**config.mk**
```make
export PLATFORM = sky130hd
export DESIGN_NAME = rf_write_scheduler
export DESIGN_NICKNAME = d
export VERILOG_FILES = /design/src/rtl/rf_write_scheduler.sv
export SDC_FILE = /design/constraint.sdc
export NUM_CORES = 1
export LEC_CHECK = 0
export ABC_AREA = 1
export CORE_MARGIN = 5
export CORE_UTILIZATION = 34
export DETAILED_ROUTE_END_ITERATION = 8
export PLACE_DENSITY = 0.66
export SETUP_SLACK_MARGIN = 0.15
export SLEW_MARGIN = 20
export SYNTH_ARGS = -nofsm -noshare
export SYNTH_HDL_FRONTEND = slang
export SYNTH_SLANG_ARGS = --single-unit
```
**constraint.sdc**
```tcl
create_clock -name clk -period 5.45 [get_ports clk]
set_input_delay 0.545 -clock clk [delete_from_list [all_inputs] [get_ports clk]]
set_output_delay 0.545 -clock clk [all_outputs]
set_load 0.02 [all_outputs]
```
**src/rtl/rf_write_scheduler.sv**
```systemverilog
// Shares the register-file write port between pipeline writeback and the MDU,
// with a starvation guard for the MDU and a scoreboard of pending MDU results.
module rf_write_scheduler #(
    parameter int STARVE_LIMIT = 4
) (
    input  logic        clk,
    input  logic        rst,
    input  logic        wb_we,
    input  logic [4:0]  wb_addr,
    input  logic [31:0] wb_data,
    input  logic        mdu_issue,
    input  logic [4:0]  mdu_issue_addr,
    input  logic        mdu_valid,
    input  logic [4:0]  mdu_addr,
    input  logic [31:0] mdu_data,
    output logic        mdu_ready,
    input  logic [4:0]  rd_addr1,
    input  logic [4:0]  rd_addr2,
    output logic        hazard,
    output logic        wb_stall,
    output logic        rf_we,
    output logic [4:0]  rf_waddr,
    output logic [31:0] rf_wdata,
    output logic [31:0] busy
);

    localparam int DATA_W = 32;
    localparam logic [3:0] LIMIT = 4'(STARVE_LIMIT);

    typedef enum logic [1:0] {IDLE, WAIT, FORCE} state_t;

    state_t      state, state_nxt;
    logic [3:0]  cnt, cnt_nxt, cnt_inc;
    logic        wb_req;
    logic        grant_wb, grant_mdu;
    logic [4:0]  gnt_addr;
    logic [DATA_W-1:0] gnt_data;
    logic        rf_mdu_p1;
    logic [31:0] busy_nxt;

    assign wb_req  = wb_we && (wb_addr != 5'd0);
    assign cnt_inc = cnt + 4'd1;

    always_ff @(posedge clk or posedge rst) begin
        if (rst) begin
            state <= IDLE;
            cnt   <= 4'd0;
        end else begin
            state <= state_nxt;
            cnt   <= cnt_nxt;
        end
    end

    always_comb begin
        state_nxt = IDLE;
        cnt_nxt   = 4'd0;
        grant_wb  = 1'b0;
        grant_mdu = 1'b0;
        case (state)
            FORCE: begin
                grant_mdu = mdu_valid;
            end
            default: begin
                grant_wb  = wb_req;
                grant_mdu = mdu_valid && !wb_req;
                // A denied MDU request counts toward the forced grant
                if (mdu_valid && wb_req) begin
                    if (cnt_inc >= LIMIT) begin
                        state_nxt = FORCE;
                    end else begin
                        state_nxt = WAIT;
                        cnt_nxt   = cnt_inc;
                    end
                end
            end
        endcase
    end

    assign wb_stall  = (state == FORCE);
    assign mdu_ready = grant_mdu && !rst;
    assign gnt_addr  = grant_mdu ? mdu_addr : wb_addr;
    assign gnt_data  = grant_mdu ? mdu_data : wb_data;

    // Write port stage: registered copy of the granted request
    always_ff @(posedge clk or posedge rst) begin
        if (rst) begin
            rf_we     <= 1'b0;
            rf_waddr  <= 5'd0;
            rf_wdata  <= '0;
            rf_mdu_p1 <= 1'b0;
        end else begin
            rf_we <= (grant_wb || grant_mdu) && (gnt_addr != 5'd0);
            if (grant_wb || grant_mdu) begin
                rf_waddr  <= gnt_addr;
                rf_wdata  <= gnt_data;
                rf_mdu_p1 <= grant_mdu;
            end
        end
    end

    // Clear first so a same-edge issue to the same register wins
    always_comb begin
        busy_nxt = busy;
        if (rf_we && rf_mdu_p1)
            busy_nxt[rf_waddr] = 1'b0;
        if (mdu_issue && (mdu_issue_addr != 5'd0))
            busy_nxt[mdu_issue_addr] = 1'b1;
        busy_nxt[0] = 1'b0;
    end

    always_ff @(posedge clk or posedge rst) begin
        if (rst)
            busy <= '0;
        else
            busy <= busy_nxt;
    end

    assign hazard = !rst &&
                    (((rd_addr1 != 5'd0) && busy[rd_addr1]) ||
                     ((rd_addr2 != 5'd0) && busy[rd_addr2]));

endmodule

```
==> qor.yml, run 1 <==
muxShareOfSynthArea_pct: 0
start_util_pct: 34.4
antenna_found_initial: 0
worstPathRequired_ns: 4.91
powerDensity_mw_per_mm2: 366
portBuffers: 165
avgSynthCellArea_um2: 7.31
synth_compound_area_share_pct: 9.93
antennaDiodeCount: 0
drt_iter0_markers: 207
synth_edf_count: 0
ir_drop_uv: 157
areaGrowthSynthToFinish_pct: 50.1
async_reset_ff_share_pct: 100
drc: 0
fin_crit_ns: 3.52
hold_viol: 0
finalSetupTns_ns: 0
stdcell_count: 869
fmax_mhz: 284
timing.final.crit_share_pct: 64.6
dieArea_mm2: 0.0143
synth-xor-area-share_pct: 0.214
coreArea_mm2: 0.0119
fin_skew_ns: 0.0100
yosys.area_share.adder_pct: 0.306
r2r_cells: 8
vias_per_cell: 5.05
yosys_warnings: 0
synth_commonest_cells: "nand2_1, nand3_1, dfrtp_1"
dp_hpwl_um: 10900
r2r_end: "rf_wdata[8]"
grt_max_degree: 69
ios: 167
rows: 40
grt_pass1_vias: 4411
drtAntennaViolNets: 0
start_kind: "primary input"
setup_slack_ns: 1.93
grt_use_total_pct: 19.6
clk_pin_slew_ns: 0.06
min-delay-path-class: "reg -> reg"
hold_buffers: 0
route.vias.total: 4388
ys_ff_latch: 76
syn-cell-area_mm2: 0.00410
die_y_um: 120
die_x_um: 120
status: "finished clean"
crit_fanout: 18
grt_overflow: 0
cts_tree: "yes"
drive_gt1_share_pct: 4.99
drv_slew: 0
cts_setup_buffers: 0
slew-limit-headroom_pct: 41.3
synthCells: 560
netlist.area_leader.share_pct: 46.4
synth_top_family_by_area: "simple AND/OR/NAND/NOR gates"
crit_arrival_ns: 2.98
cts_root_buf: "clkbuf_16"
yosysMostFrequentCell: "nand2_1"
wl_per_cell_um: 16.1
cts-resized-gates: 0
endpoint_kind: "primary output"
cap_violations: 0
worst_slew_pin_slew_ns: 0.880
path_class: "in -> out"
htree_num_levels: 3
gp_congestion: 0.936
min_path_cells: 2
clock_latency_ns: 0.33
r2r_start: "state[1]"
synth-main-ff-cell: "dfrtp_1"
ys_seq_area_share_pct: 46.4
wirelength_um: 14000
rsz0062_at_grt: "false"
rrSetupSlack_ns: 3.43
p_leak_nw: 2.81
grt_pass1_wl_um: 22800
yosysTopAreaCell: "dfrtp_1"
hold_slack_ns: 0.474
min_from: "rf_mdu_p1"
firstDrtPassIters: 5
synth_cell_type_count: 25
fin_nets: 812
place_inst: 853
cts_buffer_depth: 2
finalPower_w: 0.00225
place_ws_ns: 1.94
synthTopCellsByArea: "dfrtp_1, nand2_1, nand3_1"
hold_end: "rf_mdu_p1"
synth-simple-area-share_pct: 34.7
cts.sinks: 76
setup_viol: 0
cts_buffers: 9
## cells by family after synthesis
group,count (synthesis)
other,1
XOR/XNOR,1
adder cells (fa/ha/maj),1
AO/OA/AOI/OAI,77
flip-flops,76
AND/OR/NAND/NOR,324
buffers and inverters,80
## through the flow
step | instance area [µm²] | utilization, %
floorplan | 4100 | -
global placement | 5820 | 48.9
detailed placement | 5820 | 48.9
CTS | 6150 | 51.6
global route | 6150 | 51.6
finish | 6150 | 51.6
## registers in the layout, summed over array words and instances (netlist names)
signal / cells
rf_waddr: 5
busy: 31
rf_mdu_p1: 1
cnt: 4
rf_wdata: 32
state: 2
rf_we: 1
## layout by cell type (no fill, tap or decap)
master / Yosys / final
a21oi_1: 4 / 4
nand2_1: 176 / 176
nand3_1: 121 / 121
nor2_4: 1 / 1
o21ai_0: 67 / 67
nor3_1: 3 / 3
clkinvlp_4: 0 / 2
conb_1: 1 / 3
nand2_4: 2 / 2
xor2_1: 1 / 1
inv_2: 7 / 8
clkbuf_16: 0 / 9
clkinv_1: 1 / 1
buf_4: 3 / 1
bufinv_16: 0 / 2
o211ai_1: 1 / 1
clkinv_2: 0 / 1
nor2_1: 16 / 16
nor2_2: 2 / 2
nor4_1: 1 / 1
clkdlybuf4s50_1: 0 / 165
ha_1: 1 / 1
and2_1: 1 / 1
dfrtp_1: 76 / 76
o21ai_2: 5 / 5
inv_6: 0 / 2
inv_1: 50 / 49
nand4_4: 1 / 1
## worst max-delay path by stage
stage / startpoint / cells past startpoint / to
floorplan: rst / 1 / busy[10]
global placement: wb_addr[0] / 7 / mdu_ready
detailed placement: rd_addr2[0] / 14 / hazard
CTS: rd_addr1[0] / 14 / hazard
global route: rd_addr2[0] / 14 / hazard
finish: rd_addr1[0] / 14 / hazard
## where the power goes
part | leakage [nW] | switching [W] | internal [W]
clock network | 0.152 | 0.000233 | 0.000403
registers | 0.862 | 0.000129 | 0.000685
logic | 1.80 | 0.000433 | 0.000365
total | 2.81 | 0.000795 | 0.00145
## area by class of cell
class	count	area [µm²]
multi-input cells	406	1860
clock inverters	7	97.6
well taps	147	184
repair buffers	166	1660
clock buffers	9	225
inverters	58	218
flip-flops and latches	76	1900
fillers	1137	5770
## worst max-delay path: stages
cell and delay (ns):
clkdlybuf4s50_1 0.87, inv_2 0.24, nand2_1 0.12, nand3_1 0.08
nand2_1 0.08, nand2_1 0.05, nand2_1 0.05, inv_1 0.04
nand2_1 0.06, nand2_1 0.05, nand2_1 0.07, nor2_1 0.05
nor2_1 0.07, clkdlybuf4s50_1 0.61
## routing by layer
layer	GRT usage (%)	up-vias	wire length, µm
met5	0	-	0
met3	8.48	18	1680
li1	-	2139	-
met4	6.30	0	195
met2	30.9	221	6360
met1	24.4	2010	5750
No activity file was read; power rests on OpenSTA's default activity.
==> inputs of run 2 (changes only) <==
PLACE_DENSITY = 0.68   (was 0.66)
clock period = 2.9 ns   (was 5.45 ns; I/O delays follow)
==> run 2 against run 1 <==
Against the previous run: die area stayed put; core utilization is 0.46 points higher; critical endpoint unchanged; routed wire length is 3.6% higher; critical path type unchanged.
==> qor.yml, run 2 (synthesis results as in run 1) <==
status: "finished clean"  # unchanged
crit_arrival_ns: 2.30  # was 2.98 ns
cts_buffer_depth: 2  # unchanged
gp_congestion: 0.945  # was 0.936
cts_buffers: 9  # unchanged
rsz0062_at_grt: "false"  # unchanged
finalPower_w: 0.00417  # was 0.00225 W
powerDensity_mw_per_mm2: 672  # was 366 mW/mm²
portBuffers: 165  # unchanged
ios: 167  # unchanged
start_util_pct: 34.4  # unchanged
setup_slack_ns: 0.308  # was 1.93 ns
fin_skew_ns: 0.00379  # was 0.0100 ns
path_common_cell: "nand2_1"  # unchanged
fin_crit_ns: 2.59
nFillCells: 1146  # was 1137
hold_viol: 0  # unchanged
p_leak_nw: 2.86  # was 2.81 nW
min-delay-path-class: "reg -> reg"  # unchanged
timing.final.crit_share_pct: 89.4
route.vias.total: 4497  # was 4388
ir_drop_uv: 438  # was 157 µV
grt_overflow: 0  # unchanged
cts_root_buf: "clkbuf_16"  # unchanged
worst_slew_pin_slew_ns: 0.705  # was 0.880 ns
cts.sinks: 76  # unchanged
worstPathRequired_ns: 2.61  # was 4.91 ns
firstDrtPassIters: 4  # was 5
slowest_delay_ns: 0.61  # was 0.87 ns
antenna_found_initial: 1  # was 0
drt_iter0_markers: 265  # was 207
slowest_stage: "clkdlybuf4s50_1"  # unchanged
drtAntennaViolNets: 0  # unchanged
clk_pin_slew_ns: 0.05  # was 0.06 ns
grt_pass1_wl_um: 23300  # was 22800 µm
hold_slack_ns: 0.469  # was 0.474 ns
mostFrequentLayoutCell: "nand2_1"  # unchanged
largest_reg_flops: 32  # unchanged
wirelength_um: 14500  # was 14000 µm
coreArea_mm2: 0.0119  # unchanged
fin_nets: 819  # was 812
vias_per_cell: 5.13  # was 5.05
endpoint_kind: "primary output"  # unchanged
cts_tree: "yes"  # unchanged
slew-limit-headroom_pct: 53.0  # was 41.3%
grt_use_total_pct: 20.3  # was 19.6%
cap_violations: 0  # unchanged
start_kind: "primary input"  # unchanged
crit_fanout: 11  # was 18
utilization_pct: 52.1  # was 51.6%
place_ws_ns: 0.208  # was 1.94 ns
fmax_mhz: 386
die_y_um: 120  # unchanged
dieArea_mm2: 0.0143  # unchanged
top_regs: "rf_wdata x32, busy x31, rf_waddr x5"  # unchanged
drive_gt1_share_pct: 5.62  # was 4.99%
dp_hpwl_um: 11400  # was 10900 µm
finalSetupTns_ns: 0  # unchanged
grt_max_degree: 45  # was 69
clock_latency_ns: 0.33  # about the same
drc: 0  # unchanged
path_cells: "clkdlybuf4s50_1, inv_2, nor2_2, nand2_1, nand3_1, nand3_1, nand2_1, nand2_1, nand2_1, nor2_1, nor2_1, clkdlybuf4s50_1"  # was clkdlybuf4s50_1, inv_2, nand2_1, nand3_1, nand2_1, nand2_1, nand2_1, inv_1, nand2_1, nand2_1, nand2_1, nor2_1, nor2_1, clkdlybuf4s50_1
cts_setup_buffers: 0  # unchanged
areaGrowthSynthToFinish_pct: 51.4  # was 50.1%
rows: 40  # unchanged
final_cell_mix: "nand2_1, clkdlybuf4s50_1, nand3_1"  # unchanged
regMostFlops: "rf_wdata"  # unchanged
path_class: "in -> out"  # unchanged
setup_viol: 0  # unchanged
die_x_um: 120  # unchanged
htree_num_levels: 3  # unchanged
wl_per_cell_um: 16.5  # was 16.1 µm
grt_pass1_vias: 4711  # was 4411
drv_slew: 0  # unchanged
-- run 2: cell types whose count changed in the layout (fill, tap and decap cells not counted), sizes merged --
cell           change
buf                +7
clkbuf             +6
clkdlybuf4s50      -2
clkinvlp           -2
dlymetal6s2s       +2
inv                -2
bufinv             -1
clkinv             -1
diode              +1
-- run 2: report_power, final --
group | internal (W) | leakage (nW) | switching [W] | total [W]
Combinational | 0.000694 | 1.85 | 0.000823 | 0.00152
Clock | 0.000715 | 0.144 | 0.000407 | 0.00112
Sequential | 0.00129 | 0.862 | 0.000242 | 0.00153
Total | 0.00270 | 2.86 | 0.00147 | 0.00417
-- run 2: path summary, 6_finish.rpt --
kind	start	endpoint	slack, ns	cells after the start
hold / removal	rf_mdu_p1	rf_mdu_p1	0.47	2
min in group asynchronous	rst	busy[14]	0.56	2
setup reg to reg	state[0]	rf_waddr[3]	1.23	6
max in group asynchronous	rst	rf_wdata[6]	1.65	3
setup / recovery	rd_addr2[0]	hazard	0.31	12
hold reg to reg	rf_mdu_p1	rf_mdu_p1	0.47	2
-- run 2: critical path, delay by kind of cell --
kind                   cells  cell delay [ns]
buffers and inverters      3             1.23
and+or+nand+nor            9             0.79
-- run 2: repair_timing --
action,in CTS,in global routing
gates resized for setup,0,5
hold buffers,0,0
hold endpoints to repair,0,0
endpoints found under the setup margin,0,1
-- run 2: per-stage QoR --
stage	cells	area, µm²
after floorplan	562	4100
after CTS	876	6190
final	877	6200
after global placement	860	5890
after global routing	877	6200
after detailed placement	860	5890
-- run 2: cell type report --
type                    instances  area, µm²  share of cell area [%]
clock buffers                  15        268                    4.32
clock inverters                 1       30.0                   0.484
diodes                          1       2.50                  0.0404
inverters                      58        220                    3.55
repair buffers                173       1730                    27.9
multi-input cells             406       1870                    30.1
well taps                     147        184                    2.97
flip-flops and latches         76       1900                    30.7
-- run 2: metal layers --
metal  GRT usage [%]  up-vias  wire, µm
met5               0        -         0
met4            8.38        0       282
met3            8.91       26      1770
met2            33.5      236      6730
met1            23.1     2089      5700
li1                -     2146         -
